==> config.mk <==
export PLATFORM = sky130hd
export DESIGN_NAME = mips_multdiv_unit_flat
export DESIGN_NICKNAME = d
export VERILOG_FILES = /design/src/rtl/mips_multdiv_unit_if.sv /design/src/rtl/mips_multdiv_unit.sv /design/src/flat_wrapper.sv
export SDC_FILE = /design/constraint.sdc
export NUM_CORES = 1
export LEC_CHECK = 0
export CORE_MARGIN = 5
export CORE_UTILIZATION = 60
export DETAILED_ROUTE_END_ITERATION = 16
export MAX_ROUTING_LAYER = met4
export PLACE_DENSITY_LB_ADDON = 0.1
export REMOVE_ABC_BUFFERS = 1
export SYNTH_ARGS = -nofsm -noshare
export SYNTH_HDL_FRONTEND = slang
export SYNTH_SLANG_ARGS = --single-unit
==> constraint.sdc <==
create_clock -name clk -period 3.9 [get_ports clk]
set_clock_uncertainty 0.2 [all_clocks]
set_input_delay 0.585 -clock clk [delete_from_list [all_inputs] [get_ports clk]]
set_output_delay 0.585 -clock clk [all_outputs]
set_load 0.05 [all_outputs]
==> src/rtl/mips_multdiv_unit_if.sv <==
// Bundles the request/result signals of the MIPS HI/LO multiply-divide unit.
// The master issues operations, and the slave (the unit) returns busy, done and HI/LO.
interface mips_multdiv_unit_if #(
  parameter int WIDTH = 32
);
  logic             clk_enable;
  logic             start;
  logic [2:0]       op;
  logic [WIDTH-1:0] operand_a;
  logic [WIDTH-1:0] operand_b;
  logic             busy;
  logic             done;
  logic [WIDTH-1:0] hi;
  logic [WIDTH-1:0] lo;

  modport master (
    output clk_enable, start, op, operand_a, operand_b,
    input  busy, done, hi, lo
  );

  modport slave (
    input  clk_enable, start, op, operand_a, operand_b,
    output busy, done, hi, lo
  );
endinterface

==> src/rtl/mips_multdiv_unit.sv <==
// Iterative MIPS HI/LO unit: radix-2 shift-add multiply and restoring divide on operand
// magnitudes, with a final sign-fix cycle. MTHI and MTLO write directly from IDLE.
module mips_multdiv_unit #(
  parameter int WIDTH = 32,
  parameter int CNT_W = $clog2(WIDTH) + 1
) (
  input logic               clk,
  input logic               reset,
  mips_multdiv_unit_if.slave bus
);

  typedef enum logic [1:0] {IDLE, MUL, DIV, FIX} state_t;

  state_t           state, state_nxt;
  logic [CNT_W-1:0] cnt;
  logic [WIDTH-1:0] acc_hi, acc_lo, opnd;
  logic [WIDTH-1:0] hi_q, lo_q;
  logic             done_q;
  logic             neg_res, neg_rem, div_zero, op_div;

  logic             busy_w, accept_md, mt_hi_wr, mt_lo_wr, step_last;
  logic             a_neg, b_neg;
  logic [WIDTH-1:0] a_mag, b_mag;
  logic [WIDTH:0]   mul_sum, div_shift, div_diff;
  logic [2*WIDTH-1:0] product, prod_fix;
  logic [WIDTH-1:0] res_hi, res_lo;

  // Even opcodes among 000..011 are the signed variants.
  assign a_neg = ~bus.op[0] & bus.operand_a[WIDTH-1];
  assign b_neg = ~bus.op[0] & bus.operand_b[WIDTH-1];
  assign a_mag = a_neg ? -bus.operand_a : bus.operand_a;
  assign b_mag = b_neg ? -bus.operand_b : bus.operand_b;

  assign mul_sum   = {1'b0, acc_hi} + (acc_lo[0] ? {1'b0, opnd} : '0);
  assign div_shift = {acc_hi, acc_lo[WIDTH-1]};
  assign div_diff  = div_shift - {1'b0, opnd};

  assign product  = {acc_hi, acc_lo};
  assign prod_fix = neg_res ? -product : product;

  always_comb begin
    res_hi = prod_fix[2*WIDTH-1:WIDTH];
    res_lo = prod_fix[WIDTH-1:0];
    if (op_div) begin
      res_hi = neg_rem ? -acc_hi : acc_hi;
      res_lo = div_zero ? '1 : (neg_res ? -acc_lo : acc_lo);
    end
  end

  always_ff @(posedge clk or negedge reset) begin
    if (!reset) begin
      state <= IDLE;
    end else if (bus.clk_enable) begin
      state <= state_nxt;
    end
  end

  always_comb begin
    state_nxt = state;
    case (state)
      IDLE: if (bus.start && !bus.op[2]) state_nxt = bus.op[1] ? DIV : MUL;
      MUL, DIV: if (step_last) state_nxt = FIX;
      FIX: state_nxt = IDLE;
      default: state_nxt = IDLE;
    endcase
  end

  always_comb begin
    busy_w    = (state != IDLE);
    accept_md = (state == IDLE) && bus.start && !bus.op[2];
    mt_hi_wr  = (state == IDLE) && bus.start && (bus.op == 3'b100);
    mt_lo_wr  = (state == IDLE) && bus.start && (bus.op == 3'b101);
    step_last = (cnt == CNT_W'(WIDTH - 1));
  end

  // Multiply and divide share the acc_hi:acc_lo pair; opnd holds the multiplicand or divisor.
  always_ff @(posedge clk or negedge reset) begin
    if (!reset) begin
      cnt      <= '0;
      acc_hi   <= '0;
      acc_lo   <= '0;
      opnd     <= '0;
      hi_q     <= '0;
      lo_q     <= '0;
      done_q   <= 1'b0;
      neg_res  <= 1'b0;
      neg_rem  <= 1'b0;
      div_zero <= 1'b0;
      op_div   <= 1'b0;
    end else if (bus.clk_enable) begin
      done_q <= (state == FIX);
      if (accept_md) begin
        cnt      <= '0;
        acc_hi   <= '0;
        acc_lo   <= bus.op[1] ? a_mag : b_mag;
        opnd     <= bus.op[1] ? b_mag : a_mag;
        neg_res  <= a_neg ^ b_neg;
        neg_rem  <= a_neg;
        div_zero <= (bus.operand_b == '0);
        op_div   <= bus.op[1];
      end else if (state == MUL) begin
        cnt    <= cnt + 1'b1;
        acc_hi <= mul_sum[WIDTH:1];
        acc_lo <= {mul_sum[0], acc_lo[WIDTH-1:1]};
      end else if (state == DIV) begin
        cnt <= cnt + 1'b1;
        if (!div_diff[WIDTH]) begin
          acc_hi <= div_diff[WIDTH-1:0];
          acc_lo <= {acc_lo[WIDTH-2:0], 1'b1};
        end else begin
          acc_hi <= div_shift[WIDTH-1:0];
          acc_lo <= {acc_lo[WIDTH-2:0], 1'b0};
        end
      end
      if (mt_hi_wr) hi_q <= bus.operand_a;
      if (mt_lo_wr) lo_q <= bus.operand_a;
      if (state == FIX) begin
        hi_q <= res_hi;
        lo_q <= res_lo;
      end
    end
  end

  assign bus.busy = busy_w;
  assign bus.done = done_q;
  assign bus.hi   = hi_q;
  assign bus.lo   = lo_q;

endmodule

==> src/flat_wrapper.sv <==
// flat-port wrapper written by rule: the top's interface ports become plain ports
module mips_multdiv_unit_flat 
#(
  parameter int WIDTH = 32,
  parameter int CNT_W = $clog2(WIDTH) + 1
)
  (clk, reset, bus_clk_enable, bus_start, bus_op, bus_operand_a, bus_operand_b, bus_busy, bus_done, bus_hi, bus_lo);
  mips_multdiv_unit_if #(.WIDTH(WIDTH)) bus_i ();
  input logic clk;
  input logic reset;
  input wire logic [$bits(bus_i.clk_enable)-1:0] bus_clk_enable;
  input wire logic [$bits(bus_i.start)-1:0] bus_start;
  input wire logic [$bits(bus_i.op)-1:0] bus_op;
  input wire logic [$bits(bus_i.operand_a)-1:0] bus_operand_a;
  input wire logic [$bits(bus_i.operand_b)-1:0] bus_operand_b;
  output wire logic [$bits(bus_i.busy)-1:0] bus_busy;
  output wire logic [$bits(bus_i.done)-1:0] bus_done;
  output wire logic [$bits(bus_i.hi)-1:0] bus_hi;
  output wire logic [$bits(bus_i.lo)-1:0] bus_lo;
  assign bus_i.clk_enable = bus_clk_enable;
  assign bus_i.start = bus_start;
  assign bus_i.op = bus_op;
  assign bus_i.operand_a = bus_operand_a;
  assign bus_i.operand_b = bus_operand_b;
  assign bus_busy = bus_i.busy;
  assign bus_done = bus_i.done;
  assign bus_hi = bus_i.hi;
  assign bus_lo = bus_i.lo;
  mips_multdiv_unit #(.WIDTH(WIDTH), .CNT_W(CNT_W)) u_core (.clk(clk), .reset(reset), .bus(bus_i));
endmodule
---- After elaboration in Yosys (flattened, before gate mapping) ----
Index checks and enable logic that the tools add are counted.
storage, ports and cells
  register bits after elaboration ......... 173
  bits in latches ......................... 0
  bits in writable memories ............... 0
  memory bits (read-only) ................. 0
  output and inout bits ................... 66
  memories kept ........................... 0
operators by class
  $add $sub $neg .......................... 8
  $mul .................................... 0
  divide/modulo/power cells ............... 0
  order comparisons ....................... 0
  equality and inequality tests ........... 8
  shift-type cells ........................ 0
  muxes and demuxes ....................... 30
  bitwise logic cells ..................... 4
  reduce and logical (&&, ||, !) cells .... 18
operators with widths
  cell                   count
  $mux W32               21
  $neg A32 Y32           4
  $mux W64               1
  $neg A64 Y64           1
  $add A32 B33 Y33       1
  $sub A33 B32 Y33       1
  $logic_not A32 Y1      1
  $mux W6                3
  $reduce_and A2 Y1      4
  $add A6 B1 Y6 const B  1
  $eq A3 B3 Y1 const B   2
  $eq A6 B5 Y1 const B   1
  $mux W2                3
  $pmux W2 S3            1
  $reduce_bool A2 Y1     3
  $logic_and A1 B1 Y1    5
  $eq A2 B2 Y1 const B   2
  $ne A2 B1 Y1 const B   2
  $reduce_and A3 Y1      1
  $reduce_bool A3 Y1     1
  $and A1 B1 Y1          2
  $eq A2 B1 Y1 const B   1
  $logic_not A2 Y1       1
  $reduce_or A2 Y1       1
  other kinds (4)        4

---- Logic depth before layout (Yosys ltp) ----
  depth in word-level cells ............... 5
  gate-level depth with buffers ........... 15
  gate-level depth less buffers ........... 14

---- Least setup slack after synthesis ----
OpenSTA, ideal clock, no wires.
  path type ............................... register to register
  start ................................... register u_core.acc_lo[0]
  end ..................................... register u_core.acc_hi[20]
  arrival time ............................ 3.001 ns
  path slack .............................. 0.567 ns
  stages on the path, launching flop included .. 16
  clock period less this slack ............ 3.333 ns
  cell sequence ........................... dfrtp_1 > inv_1 > buf_1 > nor2_1 > ha_1 > clkbuf_1 > a21o_1 > a21oi_1 > o21ai_0 > o2111a_1 > o31a_1 > a21o_1 > a31oi_1 > xor2_1 > a21o_1 > o22ai_1
between the ends
  cells in the longest elaborated chain, start to end .. 4
RTL lines
  element                   RTL line                  RTL
  start: declaration        mips_multdiv_unit.sv:16   logic [WIDTH-1:0] acc_hi, acc_lo, opnd;
  start signal: assignment  mips_multdiv_unit.sv:95   acc_lo <= bus.op[1] ? a_mag : b_mag;
  start signal: assignment  mips_multdiv_unit.sv:104  acc_lo <= {mul_sum[0], acc_lo[WIDTH-1:1]};
  start signal: assignment  mips_multdiv_unit.sv:109  acc_lo <= {acc_lo[WIDTH-2:0], 1'b1};
  $mux W32                  mips_multdiv_unit.sv:34   assign mul_sum = {1'b0, acc_hi} + (acc_lo[0] ? {1'b0, opnd} : '0);
  $add A32 B33 Y33          mips_multdiv_unit.sv:34
  $mux W32                  mips_multdiv_unit.sv:101  end else if (state == MUL) begin
  $mux W32                  mips_multdiv_unit.sv:92   if (accept_md) begin
  end signal: assignment    mips_multdiv_unit.sv:103  acc_hi <= mul_sum[WIDTH:1];
  end signal: assignment    mips_multdiv_unit.sv:108  acc_hi <= div_diff[WIDTH-1:0];
  end signal: assignment    mips_multdiv_unit.sv:111  acc_hi <= div_shift[WIDTH-1:0];
  end: declaration          mips_multdiv_unit.sv:16
Every way passes these cells.
A chain may end at the register's enable or synchronous reset.

---- Final worst setup path ----
  start ................................... register u_core.acc_lo[31]
  end ..................................... register u_core.acc_hi[0]
between the ends
  cells in the longest elaborated chain, start to end .. 5
RTL lines
  element           RTL line                  RTL
  $sub A33 B32 Y33  mips_multdiv_unit.sv:36   assign div_diff = div_shift - {1'b0, opnd};
  $mux W32 *        mips_multdiv_unit.sv:107  if (!div_diff[WIDTH]) begin
  $mux W32 *        mips_multdiv_unit.sv:105  end else if (state == DIV) begin
  $mux W32 *        mips_multdiv_unit.sv:101
  $mux W32 *        mips_multdiv_unit.sv:92
Mark *: on every way between the ends. The rest lies on a longest branch, timed or not. The select of a mux whose other input is x is not followed.

==> flow_metrics.tcl <==
set metrics [dict create \
    worstPathArrival_ns 3.85 \
    gp_congestion 1.015 \
    switching_share_pct 52.49 \
    clkPwrFrac_pct 10.8 \
    fmax_mhz 265.3 \
    cts_max_level 4 \
    routedWlPerCell_um 21.72 \
    seqPwrFrac_pct 21.6 \
    grt_pass1_wl_um 81070 \
    period_share_pct 96.65 \
    path_max_fanout 26 \
    core_mm2 0.02439 \
    area_delta_synth_final_pct 18.01 \
    critPathLaunchType "flip-flop" \
    vias 15590 \
    grt_pass1_vias 14680 \
    worstSkewPairLatency_ns 0.44 \
    crit_type "reg2reg" \
    cts_buffers 17 \
    slew_headroom_pct 18.62 \
    synth_top_area_share_pct 29.01 \
    dp_slack_ns 0.03776 \
    instances_no_fill 2392 \
    layout_common_cells "244 x nand2_1, 193 x nor2_1, 193 x o21ai_0" \
    finalSetupViolCount 0 \
    grtUsageTotal_pct 37.02 \
    finalCriticalPeriod_ns 3.769 \
    power.leakage_nw 7.519 \
    netlist_area_mm2 0.01492 \
    comb_power_share_pct 67.6 \
    grt_max_degree 75 \
    clk_pin_slew_ns 0.08 \
    post-route-util_pct 72.21 \
    first_pass_iters 7 \
    internal_power_mw 7.469 \
    cts_sinks 173 \
    timing.hold.ws_ns -0.02678 \
    synthFlopType "dfrtp_1" \
    grt_antenna_before_repair 0 \
    clockRootBuffer "clkbuf_16" \
    dieHeight_um 167.7 \
    min_path_type "in2async" \
    drc 0 \
    num_io_pins 137 \
    ys_seq_area_share_pct 29.01 \
    antenna_cells 0 \
    final_hold_viol_count 10 \
    design.die.area_mm2 0.02813 \
    setup.worst_path.start "u_core.acc_lo[31]$_DFFE_PN0P_" \
    slew_violations 0 \
    cts_tree "built" \
    layout.nets 2201 \
    rsz0062_at_grt "no" \
    status "finished, violations left" \
    synth_edf_count 0 \
    power.density_mw_per_mm2 892.7 \
    num_rows 57 \
    dp_hpwl_um 39850 \
    ys_ff_latch 173 \
    ir_drop_mv 0.6229 \
    synthCells 1916 \
    io_buffers 136 \
    post_synth.cell_area_avg_um2 7.789 \
    cap_violations 0 \
    synth_area_leaders "dfrtp_1 29%, o21ai_0 6.5%, xnor2_1 6.5%" \
    power_switching_mw 8.253 \
    synth_top_area_cell "dfrtp_1" \
    worst_pin_slew_ns 1.218 \
    rr_startpoint "u_core.acc_lo[31]$_DFFE_PN0P_" \
    ys.warnings.count 0 \
    cp-end-kind "flip-flop" \
    drive_gt1_share_pct 8.704 \
    vias_per_cell 6.516 \
    synth_async_sr_flop_share_pct 100.0 \
    finalWirelength_um 51950 \
    final_common_cell "nand2_1" \
    failed_checks "hold timing" \
    clk_path_buf_depth 2 \
    setup_ws_ns 0.1306 \
    initial_core_util_pct 61.19 \
    drtAntennaViolNets 0 \
    ys_types 76 \
    place_inst 2359 \
    overflow 0 \
    crit_required_ns 3.98 \
    drt-initial-drc-count 1949 \
    die_x_um 167.7 \
]
==> kinds of logic (layout without fill, tap and decap cells) <==
logic type	Yosys count	count (layout)	share of synthesized area (%)
buf+inv	187	339	5.156
xor+xnor	174	174	10.21
simple gates	634	634	19.92
flops	173	173	29.01
fa+ha+maj	75	75	6.388
mux	59	59	3.974
compound gates	614	614	25.34
==> final timing paths <==
path	to	depth (start not counted)	slack [ns]
setup / recovery	u_core.acc_hi[0]$_DFFE_PN0P_	15	0.13
hold reg to reg	u_core.bus.lo[6]$_DFFE_PN0P_	2	0.28
min in group clk	u_core.bus.lo[6]$_DFFE_PN0P_	2	0.28
max in group asynchronous	u_core.cnt[0]$_DFFE_PN0P_	2	2.51
setup reg to reg	u_core.acc_hi[0]$_DFFE_PN0P_	15	0.13
hold / removal	u_core.acc_hi[9]$_DFFE_PN0P_	1	-0.03
==> worst max-delay path, cell delays in order (launching register included) <==
cell and delay, ns:
dfrtp_1 0.35, inv_1 0.11, ha_1 0.24, fa_1 0.40
nand2b_1 0.19, a21oi_1 0.24, o2111ai_2 0.24, a21oi_2 0.25
o31ai_2 0.12, mux2i_2 0.32, and2_4 0.25, buf_12 0.18
nor2_1 0.05, a21oi_1 0.22, buf_4 0.15, o221ai_1 0.09
==> flip-flops by register name (all words and copies together) (netlist names) <==
register and flops:
u_core.bus.done 1, u_core.neg_rem 1, u_core.acc_hi 32, u_core.div_zero 1, u_core.neg_res 1, u_core.state 2, u_core.op_div 1, u_core.acc_lo 32
u_core.bus.hi 32, u_core.opnd 32, u_core.cnt 6, u_core.bus.lo 32
==> repair_timing <==
| action | CTS | global route |
|---|---|---|
| endpoints found under the hold margin | 0 | 0 |
| setup buffers | 0 | 1 |
| resized for setup | 0 | 8 |
| hold buffers | 0 | 0 |
| setup endpoints to repair | 0 | 33 |
==> through the flow <==
stage	TNS [ns]	power, mW	cell area, µm²
after floorplan	-20.07	10.24	14420
after global placement	0	13.55	17020
after detailed placement	0	13.75	17020
after CTS	0	15.49	17570
after global routing	0	16.73	17610
final	0	15.72	17610
==> routing by layer <==
layer | vias up | track usage, % | routed length (µm) | part of all wire, %
met5 | - | - | 0 | 0
met2 | 893 | 55.60 | 23100 | 44
li1 | 7156 | - | - | -
met4 | 0 | 16.20 | 2528 | 4.9
met1 | 7379 | 49.96 | 21780 | 42
met3 | 159 | 5.563 | 4539 | 8.7
==> power groups by stage <==
| stage | clock, mW | combinational, mW | sequential, mW |
|---|---|---|---|
| floorplan | 0 | 5.93 | 4.31 |
| global placement | 0 | 10.2 | 3.35 |
| detailed placement | 0 | 10.4 | 3.37 |
| CTS | 1.70 | 10.4 | 3.35 |
| global route | 1.78 | 11.5 | 3.48 |
| finish | 1.70 | 10.6 | 3.39 |
==> cell usage after synthesis (all sizes together) (25+ instances only) <==
cell type	number
ha	73
nor3	35
o21ai	208
xnor2	110
o221ai	31
a21o	29
nand3	25
inv	70
o22ai	36
mux2i	57
dfrtp	173
xor2	64
nand2	245
clkbuf	92
nor2	195
buf	25
a21oi	160
==> area by class of cell <==
class | instances | area (µm²)
Clock inverter | 14 | 127.6
Timing Repair Buffer | 237 | 2166
Clock buffer | 18 | 429.2
Tap cell | 324 | 405.4
Multi-Input combinational cell | 1556 | 9892
Inverter | 70 | 262.8
Sequential cell | 173 | 4329
Fill cell | 2038 | 6779
(Power assumes the default switching activity.)
